===== src/rtl/fetch_stream_pkg.sv =====
// Shared defaults, state encoding and address helpers for the fetch front end.
package fetch_stream_pkg;

   localparam int WORD_SIZE_DEF   = 32;
   localparam int BLOCK_WORDS_DEF = 32;
   localparam int ADDR_W_DEF      = 32;

   typedef enum logic [2:0] {
      S_IDLE   = 3'd0,
      S_REQ    = 3'd1,
      S_WAIT   = 3'd2,
      S_DROP   = 3'd3,
      S_STREAM = 3'd4
   } state_t;

   // Number of low byte-address bits covered by one block.
   function automatic int blk_lsb_bits(input int block_words);
      return $clog2(block_words) + 2;
   endfunction

endpackage


===== src/rtl/fetch_stream_block_word_sel.sv =====
// Selects word[ptr] from a cache line; word 0 occupies the most significant bits.
module fetch_stream_block_word_sel
   import fetch_stream_pkg::*;
#(
   parameter int WORD_SIZE   = WORD_SIZE_DEF,
   parameter int BLOCK_WORDS = BLOCK_WORDS_DEF,
   parameter int OFF_W       = $clog2(BLOCK_WORDS),
   parameter int BLOCK_SIZE  = WORD_SIZE * BLOCK_WORDS
)(
   input  logic [BLOCK_SIZE-1:0] i_line,
   input  logic [OFF_W-1:0]      i_ptr,
   output logic [WORD_SIZE-1:0]  o_word
);

   logic [WORD_SIZE-1:0] w_words [BLOCK_WORDS];

   for (genvar k = 0; k < BLOCK_WORDS; k++) begin : g_unpack
      assign w_words[k] = i_line[BLOCK_SIZE-1-k*WORD_SIZE -: WORD_SIZE];
   end

   assign o_word = w_words[i_ptr];

endmodule


===== src/rtl/fetch_stream.sv =====
// Instruction-fetch front end: requests one block at a time from the
// instruction cache and streams its words to decode, MSB word first.
//
// state    | meaning
// ---------+-------------------------------------------------------------
// S_IDLE   | after reset, waiting for the first redirect
// S_REQ    | presenting a block request for the block holding pc
// S_WAIT   | request accepted, waiting for the block data
// S_DROP   | redirected while a request is outstanding; discard its data
// S_STREAM | issuing words of the held line to decode
module fetch_stream
   import fetch_stream_pkg::*;
#(
   parameter int WORD_SIZE   = WORD_SIZE_DEF,
   parameter int BLOCK_WORDS = BLOCK_WORDS_DEF,
   parameter int ADDR_W      = ADDR_W_DEF,
   parameter int BLOCK_SIZE  = WORD_SIZE * BLOCK_WORDS
)(
   input  logic                  clk,
   input  logic                  rst_n,
   input  logic                  redirect_valid,
   input  logic [ADDR_W-1:0]     redirect_pc,
   output logic                  mem_req_valid,
   input  logic                  mem_req_ready,
   output logic [ADDR_W-1:0]     mem_req_addr,
   input  logic                  mem_resp_valid,
   input  logic [BLOCK_SIZE-1:0] mem_resp_block,
   output logic                  inst_valid,
   input  logic                  inst_ready,
   output logic [WORD_SIZE-1:0]  inst,
   output logic [ADDR_W-1:0]     inst_pc,
   output logic [31:0]           inst_count
);

   localparam int OFF_W = $clog2(BLOCK_WORDS);
   localparam int LSB_W = blk_lsb_bits(BLOCK_WORDS);
   localparam logic [OFF_W-1:0]  LAST_PTR  = OFF_W'(BLOCK_WORDS - 1);
   localparam logic [ADDR_W-1:0] BASE_MASK = ~((ADDR_W'(1) << LSB_W) - ADDR_W'(1));

   state_t                r_state;
   state_t                w_state_nxt;
   logic [ADDR_W-1:0]     r_pc;
   logic [OFF_W-1:0]      r_ptr;
   logic [BLOCK_SIZE-1:0] r_line;
   logic [31:0]           r_count;
   logic [WORD_SIZE-1:0]  w_word;
   logic                  w_xfer;
   logic                  w_fill;
   logic [ADDR_W-1:0]     w_redir_pc;

   // Redirect always wins over a same-cycle handshake or response.
   assign w_xfer     = (r_state == S_STREAM) && inst_ready && !redirect_valid;
   assign w_fill     = (r_state == S_WAIT) && mem_resp_valid && !redirect_valid;
   assign w_redir_pc = redirect_pc & ~ADDR_W'(3);

   fetch_stream_block_word_sel #(
      .WORD_SIZE   (WORD_SIZE),
      .BLOCK_WORDS (BLOCK_WORDS),
      .OFF_W       (OFF_W),
      .BLOCK_SIZE  (BLOCK_SIZE)
   ) u_sel (
      .i_line (r_line),
      .i_ptr  (r_ptr),
      .o_word (w_word)
   );

   // State register.
   always_ff @(posedge clk) begin
      if (!rst_n) r_state <= S_IDLE;
      else        r_state <= w_state_nxt;
   end

   // Next-state logic.
   always_comb begin
      w_state_nxt = r_state;
      case (r_state)
         S_IDLE:   if (redirect_valid) w_state_nxt = S_REQ;
         S_REQ:    if (!redirect_valid && mem_req_ready) w_state_nxt = S_WAIT;
         S_WAIT: begin
            if (redirect_valid)      w_state_nxt = mem_resp_valid ? S_REQ : S_DROP;
            else if (mem_resp_valid) w_state_nxt = S_STREAM;
         end
         S_DROP:   if (mem_resp_valid) w_state_nxt = S_REQ;
         S_STREAM: begin
            if (redirect_valid)                   w_state_nxt = S_REQ;
            else if (inst_ready && r_ptr == LAST_PTR) w_state_nxt = S_REQ;
         end
         default:  w_state_nxt = S_IDLE;
      endcase
   end

   // PC, word pointer, line buffer and accepted-instruction counter.
   always_ff @(posedge clk) begin
      if (!rst_n) begin
         r_pc    <= '0;
         r_ptr   <= '0;
         r_line  <= '0;
         r_count <= '0;
      end else begin
         if (redirect_valid) begin
            r_pc <= w_redir_pc;
         end else if (w_xfer) begin
            r_pc    <= r_pc + ADDR_W'(4);
            r_ptr   <= r_ptr + OFF_W'(1);
            r_count <= r_count + 32'd1;
         end
         if (w_fill) begin
            r_line <= mem_resp_block;
            r_ptr  <= r_pc[LSB_W-1:2];
         end
      end
   end

   // Outputs; everything reads zero outside the state that drives it.
   always_comb begin
      mem_req_valid = 1'b0;
      mem_req_addr  = '0;
      inst_valid    = 1'b0;
      inst          = '0;
      inst_pc       = '0;
      if (r_state == S_REQ) begin
         mem_req_valid = !redirect_valid;
         mem_req_addr  = r_pc & BASE_MASK;
      end
      if (r_state == S_STREAM) begin
         inst_valid = 1'b1;
         inst       = w_word;
         inst_pc    = r_pc;
      end
   end

   assign inst_count = r_count;

endmodule


===== config.mk =====
export PLATFORM = sky130hd
export DESIGN_NAME = fetch_stream
export DESIGN_NICKNAME = d
export VERILOG_FILES = /design/src/rtl/fetch_stream_pkg.sv /design/src/rtl/fetch_stream_block_word_sel.sv /design/src/rtl/fetch_stream.sv
export SDC_FILE = /design/constraint.sdc
export NUM_CORES = 2
export LEC_CHECK = 0
export ABC_AREA = 1
export CORE_AREA = 2 2 462 464
export CTS_BUF_LIST = sky130_fd_sc_hd__clkbuf_2 sky130_fd_sc_hd__clkbuf_4 sky130_fd_sc_hd__clkbuf_8
export CTS_CLUSTER_DIAMETER = 100
export DETAILED_ROUTE_END_ITERATION = 10
export DIE_AREA = 0 0 464 466
export PLACE_DENSITY = 0.53
export REMOVE_ABC_BUFFERS = 1
export SKIP_CTS_REPAIR_TIMING = 1
export SLEW_MARGIN = 5
export SYNTH_ARGS = -nofsm -noshare
export SYNTH_HDL_FRONTEND = slang
export SYNTH_SLANG_ARGS = --single-unit

===== constraint.sdc =====
create_clock -name clk -period 1.6 [get_ports clk]
set_input_delay 0.32 -clock clk [delete_from_list [all_inputs] [get_ports clk]]
set_output_delay 0.32 -clock clk [all_outputs]
set_load 0.02 [all_outputs]

==> flow_summary.rst <==
.. list-table::
   :header-rows: 1

   * - Metric
     - Value
   * - Starting density of the core
     - 23.33%
   * - Initial antenna violation count
     - 72
   * - Register area share after synthesis
     - 44.44%
   * - Cell area after synthesis
     - 49280 um2
   * - Switch share
     - 31.91%
   * - Headroom to the max-slew limit
     - 56.19%
   * - H-tree depth
     - 4
   * - Number of filler cells placed in the layout
     - 21454
   * - Distinct cell type count of the synthesized netlist
     - 39
   * - Placer congestion estimate
     - 0.9312
   * - Setup repair after global routing missed its margin
     - true
   * - Share of the synthesized area in the top cell type
     - 44.44%
   * - Layout net count
     - 11027
   * - Synth Area in XOR/XNOR
     - 0.1955%
   * - Synth cell count leaders
     - 1729 x sky130_fd_sc_hd__nand2_1, 1394 x sky130_fd_sc_hd__a21oi_1, 1094 x sky130_fd_sc_hd__dfxtp_1, 866 x sky130_fd_sc_hd__o21ai_0, 634 x sky130_fd_sc_hd__inv_1
   * - Cell area power density
     - 1015 nW/um2
   * - Final WS setup
     - -1778 ps
   * - Post-synthesis simple-gate area fraction
     - 19.21%
   * - Pin count of the biggest net entering global routing
     - 68
   * - Critical path class
     - register to output port
   * - Largest vdd supply drop
     - 0.8998 mV
   * - Multi-input logic area
     - 23520 um2
   * - Transition at the pin with the smallest max-transition slack
     - 657.2 ps
   * - Die footprint
     - 216200 um2
   * - Sink Count
     - 1094
   * - Register Area
     - 21920 um2
   * - Combinational family with the most area after synthesis
     - compound AO/OA/AOI/OAI gates
   * - Clock Pin Slew Worst Setup and Hold Paths
     - 60 ps
   * - Port Buffer Count
     - 1180
   * - Area fraction in compound gates after synthesis
     - 25.88%
   * - Status
     - complete, but fails checks
   * - Worst slack at placement
     - -1470 ps
   * - HPWL Detailed
     - 200400 um
   * - Part of the total power dissipated in sequential elements
     - 34.7%
   * - Worst Setup End Kind
     - output port
   * - Post-synth top area cell
     - sky130_fd_sc_hd__dfxtp_1
   * - Max Fanout on Critical Path
     - 7
   * - DR pass1 iterations
     - 6
   * - Min Hold Slack
     - -13.28 ps
   * - Core Area
     - 211200 um2
   * - Die span in x
     - 464 um
   * - Max-slew violation count
     - 0
   * - Total number of vias
     - 60688
   * - Maximum clock rate
     - 296.1 MHz
   * - Violation count after the first detailed-routing iteration
     - 4708
   * - R2R cell count
     - 9
   * - FP Rows
     - 169
   * - CTS tree
     - done
   * - Total gr overflow
     - 0
   * - Final wirelength
     - 276800 um
   * - Average size of a mapped cell
     - 6.834 um2
   * - Most repeated cell in the gate-level netlist after synthesis
     - sky130_fd_sc_hd__nand2_1
   * - Failing checks
     - negative hold slack, negative setup slack
   * - Worst Skew
     - 54.16 ps
   * - Via count of the first global-routing pass
     - 54744
   * - Cell internal power dissipation
     - 0.06029 W
   * - Nature of the critical path startpoint
     - register
   * - Part of the power in the clock network
     - 35.0%
   * - Global-route usage over all layers
     - 22.85%
   * - Count of flip-flops with a built-in enable after synthesis
     - 0
   * - NetSw
     - 0.02825 W
   * - Synthesized-area fraction occupied by adder cells
     - 0.1016%
   * - Final Util
     - 41.28%
   * - Max-cap violations
     - 0
   * - Bufs on Longest Clock Path
     - 3
   * - Average detailed-routed wire length per instance
     - 21.30 um
   * - Total I/O pin count
     - 1192
   * - Layout cells sized above 1
     - 18.85%
   * - Vias per cell
     - 4.670
   * - Fraction of synthesis flops using an asynchronous set or reset pin
     - 0%
   * - Root buffer cell
     - sky130_fd_sc_hd__clkbuf_8
   * - Global-route wire length before repair
     - 366700 um
   * - Die height
     - 466 um
   * - TritonCTS Buffers
     - 200
   * - Hold path depth
     - 3
   * - Worst skew pair latency
     - 1000 ps
   * - Setup violators final
     - 1194
   * - Kind of path behind the tightest hold check
     - primary input to register
   * - Number of flip-flops and latches in the synthesized netlist
     - 1094
   * - Synth Warn #
     - 0
   * - Antenna Violating Nets Remaining
     - 0
   * - Portion of the clock cycle consumed by the worst path in the final layout
     - 211.1%
   * - Multiplexer share of the synthesized area
     - 0%
   * - Critical path data arrival time
     - 3060 ps
   * - Area growth from synthesis to layout
     - 76.94%
   * - Final min period
     - 3378 ps
   * - Largest cells by area after synthesis
     - sky130_fd_sc_hd__dfxtp_1 44%, sky130_fd_sc_hd__a21oi_1 14%, sky130_fd_sc_hd__nand2_1 13%, sky130_fd_sc_hd__o21ai_0 8.8%, sky130_fd_sc_hd__inv_1 4.8%
   * - Required time of the critical path
     - 1280 ps
   * - Proportion of power drawn by combinational gates
     - 30.3%
   * - Final hold vios
     - 1
   * - Prevailing post-synth register cell
     - sky130_fd_sc_hd__dfxtp_1
   * - Synthesized instance count
     - 7211
   * - Static Leak
     - 32.72 nW
   * - Number of DRC violations after detailed routing
     - 0
## stage by stage
step	power [W]	instances	instance area, um2	hold WS [ps]	TNS [ps]
floorplan	0.03292	6631	46710	417.6	-
global placement	0.05345	11736	72010	434.9	-672620
detailed placement	0.05364	11736	72010	440.1	-693440
CTS	0.08474	12098	76610	-340.3	-497890
global route	0.09251	12976	87150	-14.39	-590720
finish	0.08855	12995	87200	-13.28	-454590
## worst max-delay path: stages (launching register included)
cell and delay, ps:
sky130_fd_sc_hd__dfxtp_4 460, sky130_fd_sc_hd__clkinv_8 160, sky130_fd_sc_hd__buf_12 190, sky130_fd_sc_hd__buf_12 140, sky130_fd_sc_hd__buf_16 150, sky130_fd_sc_hd__nand2_2 70, sky130_fd_sc_hd__nand3_2 50, sky130_fd_sc_hd__nand2_1 60
sky130_fd_sc_hd__nand2_1 50, sky130_fd_sc_hd__nand2_1 80, sky130_fd_sc_hd__nor2_2 50, sky130_fd_sc_hd__nand2_1 50, sky130_fd_sc_hd__nand2_1 50, sky130_fd_sc_hd__nor2_1 160, sky130_fd_sc_hd__buf_4 160, sky130_fd_sc_hd__buf_6 120
## final cells by class
cell class	instances	area share (%)
Timing Repair inverter	1	0.02296
Clock inverter	45	0.7275
Inverter	643	2.827
Sequential cell	1094	25.14
Tap cell	2821	4.048
Multi-Input combinational cell	4894	26.97
Antenna cell	53	0.1521
Timing Repair Buffer	3127	35.57
Clock buffer	317	4.551
## flip-flops by register name, summed over array words and instances (netlist names)
name and cells:
r_pc 30, inst_count 32, r_ptr 5, r_state 3, r_line 1024
## placed cells by master (no fill, tap or decap), types with 31 or more instances in the layout
cell type / instances
sky130_fd_sc_hd__a21oi_1: 1357
sky130_fd_sc_hd__a21oi_2: 35
sky130_fd_sc_hd__buf_12: 135
sky130_fd_sc_hd__buf_4: 983
sky130_fd_sc_hd__buf_6: 79
sky130_fd_sc_hd__clkbuf_16: 36
sky130_fd_sc_hd__clkbuf_4: 63
sky130_fd_sc_hd__clkbuf_8: 254
sky130_fd_sc_hd__clkdlybuf4s50_1: 1116
sky130_fd_sc_hd__dfxtp_1: 1088
sky130_fd_sc_hd__diode_2: 53
sky130_fd_sc_hd__dlygate4sd3_1: 733
sky130_fd_sc_hd__inv_1: 628
sky130_fd_sc_hd__nand2_1: 1670
sky130_fd_sc_hd__nand2_2: 47
sky130_fd_sc_hd__nand3_1: 241
sky130_fd_sc_hd__nand3_2: 44
sky130_fd_sc_hd__nor2_1: 243
sky130_fd_sc_hd__nor2_2: 40
sky130_fd_sc_hd__nor2_4: 40
sky130_fd_sc_hd__o211ai_1: 102
sky130_fd_sc_hd__o21ai_0: 822
sky130_fd_sc_hd__o21ai_1: 106
sky130_fd_sc_hd__o22ai_1: 31
## logic make-up (layout without fill, tap and decap cells)
logic type,count (synthesis),in the layout
compound gates,2480,2480
simple gates,2390,2390
buf+inv,1231,4133
flops,1094,1094
xor+xnor,11,11
fa+ha+maj,4,4
other cells,1,62
## final timing paths
kind | endpoint | slack (ps) | from
setup reg to reg | r_ptr[1]$_SDFFE_PN0P_ | -810 | r_state[2]$_SDFFE_PN0P_
hold reg to reg | r_line[520]$_SDFFE_PN0P_ | 450 | r_line[520]$_SDFFE_PN0P_
setup / recovery | inst[12] | -1780 | r_ptr[0]$_SDFFE_PN0P_
hold / removal | r_line[563]$_SDFFE_PN0P_ | -10 | mem_resp_block[563]
## layer usage
layer	up-vias	GRT usage [%]	wire, um	share of wire (%)
met2	2501	37.05	127700	46
li1	29277	-	-	-
met4	34	8.824	10360	3.7
met3	509	5.293	18460	6.7
met1	28367	29.28	120100	43
met5	-	0	224	0.081
## power groups by stage
stage | Sequential [W] | Clock, W | Combinational (W)
after floorplan | 0.0291 | 0 | 0.00381
after global placement | 0.0312 | 0 | 0.0222
after detailed placement | 0.0313 | 0 | 0.0224
after CTS | 0.0307 | 0.0316 | 0.0225
after global routing | 0.0309 | 0.0328 | 0.0288
final | 0.0307 | 0.0310 | 0.0268
(Power assumes the default switching activity.)
